<file path="src/rtl/spike_aer_encoder.sv">
// Serialises one timestep's spike vector into address-event packets, lowest
// neuron index first, over a valid/ready handshake toward the synapse side.
module spike_aer_encoder #(
  parameter  int N     = 16,
  parameter  int LAYER = 0,
  parameter  int LW    = 8,
  localparam int IW    = (N > 1) ? $clog2(N) : 1
) (
  input  logic          clk,
  input  logic          reset,
  input  logic          tick,
  input  logic [N-1:0]  spike_out,
  output logic          aer_valid,
  input  logic          aer_ready,
  output logic [LW-1:0] aer_layer,
  output logic [IW-1:0] aer_index,
  output logic          aer_last,
  output logic          done,
  output logic          busy,
  output logic [7:0]    overrun_cnt
);

  typedef enum logic {IDLE, SEND} state_t;

  localparam logic [N-1:0] ONE = N'(1);

  state_t        r_state;
  state_t        w_nextState;
  logic [N-1:0]  r_pend;
  logic [N-1:0]  w_lowBit;
  logic [IW-1:0] w_index;
  logic          w_last;
  logic          w_fire;
  logic          w_tickIdle;
  logic          r_done;
  logic [7:0]    r_ovr;

  // Two's-complement trick isolates the lowest pending spike; a single
  // remaining bit means the current event closes the timestep.
  assign w_lowBit   = r_pend & (~r_pend + ONE);
  assign w_last     = (r_pend != '0) && ((r_pend & (r_pend - ONE)) == '0);
  assign w_fire     = aer_valid && aer_ready;
  assign w_tickIdle = tick && (r_state == IDLE);

  always_comb begin
    w_index = '0;
    for (int i = N - 1; i >= 0; i--) begin
      if (r_pend[i]) w_index = IW'(i);
    end
  end

  always_ff @(posedge clk or negedge reset) begin
    if (!reset) r_state <= IDLE;
    else        r_state <= w_nextState;
  end

  always_comb begin
    w_nextState = r_state;
    case (r_state)
      IDLE:    if (tick && (spike_out != '0)) w_nextState = SEND;
      SEND:    if (aer_ready && w_last)       w_nextState = IDLE;
      default: w_nextState = IDLE;
    endcase
  end

  always_comb begin
    aer_valid = (r_state == SEND);
    busy      = (r_state == SEND);
    aer_index = (r_state == SEND) ? w_index : '0;
    aer_last  = (r_state == SEND) && w_last;
  end

  // Ticks arriving while a timestep is still draining are dropped, not queued.
  always_ff @(posedge clk or negedge reset) begin
    if (!reset) begin
      r_pend <= '0;
      r_done <= 1'b0;
      r_ovr  <= '0;
    end else begin
      r_done <= (w_tickIdle && (spike_out == '0)) || (w_fire && w_last);
      if (w_tickIdle)  r_pend <= spike_out;
      else if (w_fire) r_pend <= r_pend & ~w_lowBit;
      if (tick && (r_state == SEND) && (r_ovr != 8'hFF)) r_ovr <= r_ovr + 8'd1;
    end
  end

  assign aer_layer   = LW'(LAYER);
  assign done        = r_done;
  assign overrun_cnt = r_ovr;

endmodule
</file>
<file path="config.mk">
export PLATFORM = sky130hd
export DESIGN_NAME = spike_aer_encoder
export DESIGN_NICKNAME = d
export VERILOG_FILES = /design/src/rtl/spike_aer_encoder.sv
export SDC_FILE = /design/constraint.sdc
export NUM_CORES = 1
export LEC_CHECK = 0
export ABC_CLOCK_PERIOD_IN_PS = 3200
export CORE_ASPECT_RATIO = 1.5
export CORE_UTILIZATION = 45
export CTS_CLUSTER_SIZE = 40
export DETAILED_ROUTE_END_ITERATION = 8
export GPL_TIMING_DRIVEN = 0
export PLACE_DENSITY_LB_ADDON = 0.3
export SETUP_SLACK_MARGIN = 0.02
export SLEW_MARGIN = 40
export SYNTH_ARGS = -nofsm -noshare
export SYNTH_HDL_FRONTEND = slang
export SYNTH_SLANG_ARGS = --single-unit
</file>
<file path="constraint.sdc">
create_clock -name clk -period 3.2 [get_ports clk]
set_input_delay 0.64 -clock clk [delete_from_list [all_inputs] [get_ports clk]]
set_output_delay 0.64 -clock clk [all_outputs]
set_load 0.05 [all_outputs]
</file>
# Yosys cells after proc, flatten, opt, wreduce, memory -nomap -nowiden
# Cells that the tools add are included.
dict set report totals {
  register_bits 26
  inputBits 20
  output_inout_bits 24
  wordCells 52
}
dict set report classes {
  add_sub_neg 3
  n_eq_ne 1
  muxes 22
  bitwise 6
  n_reduce_logical 16
}
# operator n
set op_table {}
lappend op_table {{2-to-1 mux 4 bit} 17}
lappend op_table {{bitwise AND 16 bit} 3}
lappend op_table {{logical NOT 16 bit} 2}
lappend op_table {{2-to-1 mux 16 bit} 2}
lappend op_table {{NOT 16 bit} 2}
lappend op_table {{nonzero test 16 bit} 2}
lappend op_table {{adder 16 x 1 -> 16 bit (second input constant)} 1}
lappend op_table {{subtractor 16 x 1 -> 16 bit (second input constant)} 1}
lappend op_table {{logical AND 1 bit} 10}
lappend op_table {{adder 8 x 1 -> 8 bit (second input constant)} 1}
lappend op_table {{!= test 8 bit (second input constant)} 1}
lappend op_table {{2-to-1 mux 1 bit} 2}
lappend op_table {{case mux 1 bit (2 select lines)} 1}
lappend op_table {{nonzero test 2 bit} 1}
lappend op_table {{logical OR 1 bit} 1}
lappend op_table {{NOT 1 bit} 1}

# Depth between registers and ports, before layout
# Gate-level depths: netlist of run 1.
dict set report depth {
  depth_word 17
  ltp_mapped 7
  depth_no_buf 6
}

# Worst setup path before layout of run 1
# Ideal clock, no wire load.
dict set report synth_timing {
  kind {reg-to-output}
  startpoint {reg r_state, in the netlist aer_valid}
  endpoint {out aer_index[2]}
  t_arrival_ns 3.495
  required_ns 2.560
  path_slack_ns -0.935
  path_stages_with_launch 4
  n_path_buf 1
  path_cell_list {dfrtp_1 clkbuf_1 nand2_1 a2111oi_0}
}
dict set report synth_via {
  elab_chain_cells 1
}
# item line
set synth_lines {}
lappend synth_lines {{start: declaration} 27} ;# state_t r_state;
lappend synth_lines {{start signal: assignment} 54} ;# else r_state <= w_nextState;
lappend synth_lines {{2-to-1 mux 4 bit} 69} ;# aer_index = (r_state == SEND) ? w_index : '0;
lappend synth_lines {{end: declaration} 16} ;# output logic [IW-1:0] aer_index,
# Every way passes these cells.

# Worst setup path in the final report of run 1
dict set report layout_timing {
  startpoint {reg r_pend[3]}
  endpoint {out aer_last}
}
dict set report layout_via {
  elab_chain_cells 5
  word_cells_on_any_way 6
  cone_classes {1 x add/sub; 1 x bitwise; 4 x reduce/logical}
}
# item line
set layout_lines {}
lappend layout_lines {{start: declaration} 29} ;# logic [N-1:0] r_pend;
lappend layout_lines {{start signal: assignment} 81} ;# if (w_tickIdle) r_pend <= spike_out;
lappend layout_lines {{start signal: assignment} 82} ;# else if (w_fire) r_pend <= r_pend & ~w_lowBit;
lappend layout_lines {{subtractor 16 x 1 -> 16 bit} 41} ;# assign w_last = (r_pend != '0) && ((r_pend & (r_pend - ONE)) == '0);
lappend layout_lines {{bitwise AND 16 bit} 41}
lappend layout_lines {{logical NOT 16 bit} 41}
lappend layout_lines {{logical AND 1 bit (*)} 41}
lappend layout_lines {{logical AND 1 bit (*)} 70} ;# aer_last = (r_state == SEND) && w_last;
lappend layout_lines {{end: declaration} 17} ;# output logic aer_last,
# Every way passes the cells marked *; elsewhere a longest branch is shown, timed or not.

==> results_dict.tcl, run 1 <==
set metrics [dict create \
    grt_max_degree 27 \
    clockRootBuffer "clkbuf_8" \
    worstRegToRegCells 8 \
    synth_common_cells "nand2_1, dfrtp_1, o21ai_0" \
    internal_power_w 0.00121 \
    pre_cts_slack_ns -0.425 \
    fin_crit_sh 0.947 \
    slew_violations 0 \
    avgRoutedWirePerCell_um 14.1 \
    status "finished, final reports clean" \
    hpwlAfterDp_mm 2.92 \
    required_ns 2.56 \
    combPwrFrac 0.673 \
    placedCellCount 268 \
    final_nets 253 \
    synth_most_common_cell "nand2_1" \
    critPathMaxFanout 9 \
    place.gp.congestion 0.805 \
    leakagePower_nw 0.929 \
    powerDensity_nw_per_um2 1170 \
    syn2layout_area_growth_pct 33.2 \
    ys.flop_type "dfrtp_1" \
    clock_latency_ns 0.27 \
    grt_overflow 0 \
    clock_skew_ns 0.00299 \
    grt_usage 0.225 \
    synth_top_cell_by_area "dfrtp_1" \
    worst_slew_pin_slew_ns 0.602 \
    first_global_vias 1364 \
    critPathKind "flip-flop to output port" \
    ir_drop_uv 906 \
    max_freq_mhz 330 \
    io_pins 44 \
    cts_hold_buf 0 \
    ant_nets 0 \
    syn_area_per_cell_um2 8.65 \
    synth_top_area_frac 0.409 \
    postSynth.asyncResetShare 1.00 \
    io_buffers 35 \
    rows 26 \
    slew_headroom 0.597 \
    critPathCaptureType "output port" \
    ys_ff_latch 26 \
    syn_area_um2 1590 \
    rsz0062_at_grt "yes" \
    drt-initial-drc-count 27 \
    grt_first_pass_wirelength_mm 6.39 \
    layout_setup_ws_ns 0.168 \
    clockPowerShare 0.086 \
    crit_arrival_ns 2.39 \
    first_pass_iters 4 \
    hold_violations 0 \
    die_area_um2 3780 \
    core-area_um2 3380 \
    yosysSeqAreaShare 0.409 \
    tns_ns 0 \
    switching_share 0.512 \
    drive_gt1_frac 0.143 \
    power_switching_w 0.00127 \
    ys_types 45 \
    cp_common_cell "a211o_1" \
    netlist_top_cells_area "dfrtp_1, nand2_1, o21ai_0" \
    worstPathCellList "buf_4 > nor4_4 > nand2_2 > a211o_1 > a211o_1 > nor3_4 > and2_1 > buf_6" \
    antenna_cells 0 \
    drc 0 \
    netlist_instances 184 \
    die_x_um 50.6 \
    vias_per_cell 5.52 \
    slowest_stage "dfrtp_1" \
    drv_cap 0 \
    yosys_warnings 0 \
    slowest_delay_ns 0.37 \
    final_cells 273 \
    min_path_type "input port to asynchronous set/reset pin" \
    cp-start-kind "flip-flop" \
    reg2reg_to "aer_valid$_DFF_PN0_" \
    initial_core_util 0.470 \
    period_needed_ns 3.03 \
    path_buf_inv 2 \
    die_h_um 74.8 \
    r2r_slack_ns 1.05 \
    vias 1507 \
    routed_wl_mm 3.86 \
    cts_sinks 26 \
    antenna_found_initial 0 \
    clockBufferDepth 2 \
    setup_viol 0 \
    cts_buffers 3 \
    h-tree-depth 1 \
    rr_startpoint "r_pend[3]$_DFFE_PN0P_" \
    synth_edf_count 0 \
    cts_tree "yes" \
    path_clk_slew_ns 0.09 \
    final_util 0.626 \
    power_frac_seq 0.241 \
    cp_top_family "simple AND/OR/NAND/NOR gates" \
]
==> metrics by stage <==
stage,hold WS [ns],power (W),area [um^2]
after detailed placement,0.483,0.00216,2020
after global routing,0.413,0.00263,2120
after floorplan,0.344,0.00173,1620
after global placement,0.483,0.00215,2030
final,0.357,0.00248,2120
after CTS,0.377,0.00238,2080
==> final cells by class <==
| type | instances | area (um^2) |
|---|---|---|
| inverters | 3 | 11.3 |
| fillers | 322 | 1260 |
| flip-flops and latches | 26 | 651 |
| clock buffers | 4 | 55.1 |
| multi-input cells | 143 | 870 |
| well taps | 42 | 52.6 |
| repair buffers | 36 | 355 |
| plain buffers | 19 | 125 |
==> sequential cells by signal (all words and copies together), names as in the netlist <==
register,flops
done,1
overrun_cnt,8
aer_valid,1
r_pend,16
==> power by group through the flow <==
stage	logic [W]	registers [W]	clock network, W
CTS	0.00158	0.000584	0.000216
floorplan	0.00101	0.000716	0
global route	0.00179	0.000615	0.000226
global placement	0.00157	0.000584	0
detailed placement	0.00158	0.000586	0
finish	0.00167	0.000597	0.000214
==> how the worst max path moves through the flow <==
stage / start / to / slack, ns / depth (start not counted)
6_report: r_pend[3]$_DFFE_PN0P_ / aer_last / 0.17 / 8
2_1_floorplan: r_pend[6]$_DFFE_PN0P_ / aer_index[3] / 0.22 / 4
3_3_place_gp: r_pend[6]$_DFFE_PN0P_ / aer_last / -0.41 / 8
4_1_cts: r_pend[3]$_DFFE_PN0P_ / aer_last / 0.04 / 8
3_5_place_dp: r_pend[6]$_DFFE_PN0P_ / aer_last / -0.43 / 8
5_1_grt: r_pend[3]$_DFFE_PN0P_ / aer_last / 0.01 / 8
==> layer usage <==
metal  GRT usage  vias to the layer above  part of all wire
li1            -                      741                 -
met1       0.273                      724              0.42
met2       0.415                       37              0.54
met3      0.0162                        5             0.034
met4      0.0833                        0             0.014
met5           0                        -                 0
==> cells in the final DEF, fill, tap and decap left out, types with 2 or more instances in the layout <==
cell and count:
buf_6 3, clkdlybuf4s50_1 31, nand4_1 4, o31ai_1 2, a211o_1 3, nand3_1 3
nor2_1 9, o311ai_0 4, buf_4 11, nand2_1 34, a31oi_1 2, nor4_4 2
nor3_1 3, nor2b_1 2, inv_1 3, a21oi_1 7, nor4_1 6, xnor2_1 7
nand2_2 2, and3_1 3, buf_2 2, conb_1 8, a2111oi_1 2, clkbuf_8 4
o21ai_0 18, clkbuf_1 6, dfrtp_1 26
==> kinds of logic (layout without fill, tap and decap cells) <==
logic type | count (synthesis) | count (layout) | share of synthesized area
and+or+nand+nor | 77 | 77 | 0.246
AOI/OAI and AO/OA | 47 | 47 | 0.192
DFF | 26 | 26 | 0.409
buffers and inverters | 22 | 62 | 0.0857
xor gates and xnor gates | 8 | 8 | 0.0440
adders and majority gates | 2 | 2 | 0.0141
other | 1 | 8 | 0.00236
muxes | 1 | 1 | 0.00707
==> repair_timing <==
item	in CTS	in global routing
pin swaps	0	2
setup endpoints to repair	3	3
gates resized for setup	9	7
setup buffers	0	1
Note: power is estimated with default switching activity, not from simulation.
==> run 2: changes to the inputs <==
--- a/config.mk
+++ b/config.mk
@@ -7,6 +7,7 @@
 export LEC_CHECK = 0
 export ABC_CLOCK_PERIOD_IN_PS = 3200
 export CORE_ASPECT_RATIO = 1.5
+export CORE_MARGIN = 5
 export CORE_UTILIZATION = 45
 export CTS_CLUSTER_SIZE = 40
 export DETAILED_ROUTE_END_ITERATION = 8
==> results_dict.tcl, run 2 (synthesized netlist as in run 1, its figures left out) <==
set metrics [dict create \
    io_buffers 35 \
    grt_max_degree 27 \
    first_pass_iters 4 \
    grt_overflow 0 \
    io_pins 44 \
    critPathCaptureType "output port" \
    reg2reg_to "r_pend[14]$_DFFE_PN0P_" \
    max_flop_register "r_pend" \
    avgRoutedWirePerCell_um 14.5 \
    rsz0062_at_grt "no" \
    cts_sinks 26 \
    design_area_um2 2120 \
    h-tree-depth 1 \
    routed_wl_mm 3.97 \
    pre_cts_slack_ns -0.434 \
    critPathKind "flip-flop to output port" \
    path_clk_slew_ns 0.09 \
    clock_skew_ns 0.00655 \
    rows 26 \
    core-area_um2 3420 \
    slew_headroom 0.598 \
    drc 0 \
    final_nets 253 \
    min_path_type "input port to asynchronous set/reset pin" \
    clockBufferDepth 2 \
    cts_tree "yes" \
    vias_per_cell 5.39 \
    dpl_cell_area_um2 2020 \
    largest_register_ffs 16 \
    slowest_delay_ns 0.37 \
    cts_buffers 3 \
    drive_gt1_frac 0.152 \
    layout_commonest_cell "nand2_1" \
    hold_violations 0 \
    powerDensity_nw_per_um2 1160 \
    critPathMaxFanout 9 \
    tns_ns 0 \
    clock_latency_ns 0.27 \
    fin_crit_sh 0.943 \
    hpwlAfterDp_mm 3.08 \
    grt_first_pass_wirelength_mm 6.82 \
    worstRegToRegCells 8 \
    ant_nets 0 \
    place.gp.congestion 0.859 \
    initial_core_util 0.466 \
    required_ns 2.56 \
    syn2layout_area_growth_pct 33.3 \
    die_h_um 82.8 \
    antenna_cells 0 \
    max_freq_mhz 331 \
    crit_arrival_ns 2.38 \
    cts_hold_buf 0 \
    ir_drop_uv 890 \
    leakagePower_nw 0.918 \
    first_global_vias 1506 \
    drv_cap 0 \
    antenna_found_initial 0 \
    setup_viol 0 \
    r2r_slack_ns 1.19 \
    slowest_stage "dfrtp_1" \
    grt_usage 0.175 \
    die_area_um2 4850 \
    rr_startpoint "r_pend[3]$_DFFE_PN0P_" \
    status "finished, final reports clean" \
    die_x_um 58.6 \
    most-common-layout-cells "nand2_1, clkdlybuf4s50_1, dfrtp_1" \
    whs_ns 0.356 \
    slew_violations 0 \
    drt-initial-drc-count 35 \
    cp-start-kind "flip-flop" \
    period_needed_ns 3.02 \
    vias 1471 \
    worstPathCellList "buf_4 > nor4_4 > nand2_2 > a211o_1 > a211o_1 > nor3_4 > and2_1 > buf_4" \
    worst_slew_pin_slew_ns 0.600 \
    clockRootBuffer "clkbuf_8" \
    layout_setup_ws_ns 0.181 \
]
-- run 2: cell types whose count changed in the layout (fill, tap and decap cells not counted) --
| cell | change |
|---|---|
| a2111oi_2 | +2 |
| dlymetal6s2s_1 | -1 |
| buf_6 | -1 |
| buf_4 | +1 |
| a2111oi_1 | -2 |
| dlygate4sd2_1 | +1 |
-- run 2: layout make-up --
class	count	area, um^2
timing repair buffer	36	348
fill	311	1290
clock buffer	4	55.1
multi-input combinational	143	880
inverter	3	11.3
tap	42	52.6
sequential	26	651
buffer	19	125
-- run 2: what timing repair did --
item,4_1_cts,5_1_grt
buffers inserted,0,1
pin swaps,0,2
setup endpoints to repair,3,1
gates resized for setup,9,8
-- run 2: per-layer routing --
metal | vias up | GRT usage | share of wire
met1 | 698 | 0.201 | 0.41
met2 | 31 | 0.319 | 0.54
met3 | 5 | 0.0248 | 0.034
met4 | 0 | 0.0506 | 0.013
li1 | 737 | - | -
met5 | - | 0 | 0
-- run 2: worst max-delay path, delay by kind of cell (launching register included) --
kind	cells	cell delay (ns)
buffers and inverters	2	0.36
flip-flops	1	0.37
AND/OR/NAND/NOR	4	0.73
AO/OA/AOI/OAI	2	0.63
-- run 2: worst max-delay path by stage --
| stage | start | end | cells after the start |
|---|---|---|---|
| final | r_pend[3]$_DFFE_PN0P_ | aer_last | 8 |
| after global routing | r_pend[3]$_DFFE_PN0P_ | aer_last | 8 |
| after CTS | r_pend[3]$_DFFE_PN0P_ | aer_last | 8 |
| after detailed placement | r_pend[6]$_DFFE_PN0P_ | aer_last | 8 |
| after global placement | r_pend[6]$_DFFE_PN0P_ | aer_last | 8 |
| after floorplan | r_pend[6]$_DFFE_PN0P_ | aer_index[3] | 4 |
-- run 2: through the flow --
stage | instances | power (W) | util
after detailed placement | 268 | 0.00218 | 0.592
after global routing | 273 | 0.00263 | 0.621
after CTS | 272 | 0.00238 | 0.608
after floorplan | 191 | 0.00173 | -
after global placement | 268 | 0.00216 | 0.593
final | 273 | 0.00246 | 0.621
-- run 2: power breakdown --
part           internal (W)  switching [W]
combinational      0.000634        0.00102
sequential         0.000448       0.000153
clock              0.000110      0.0000996
total               0.00119        0.00127
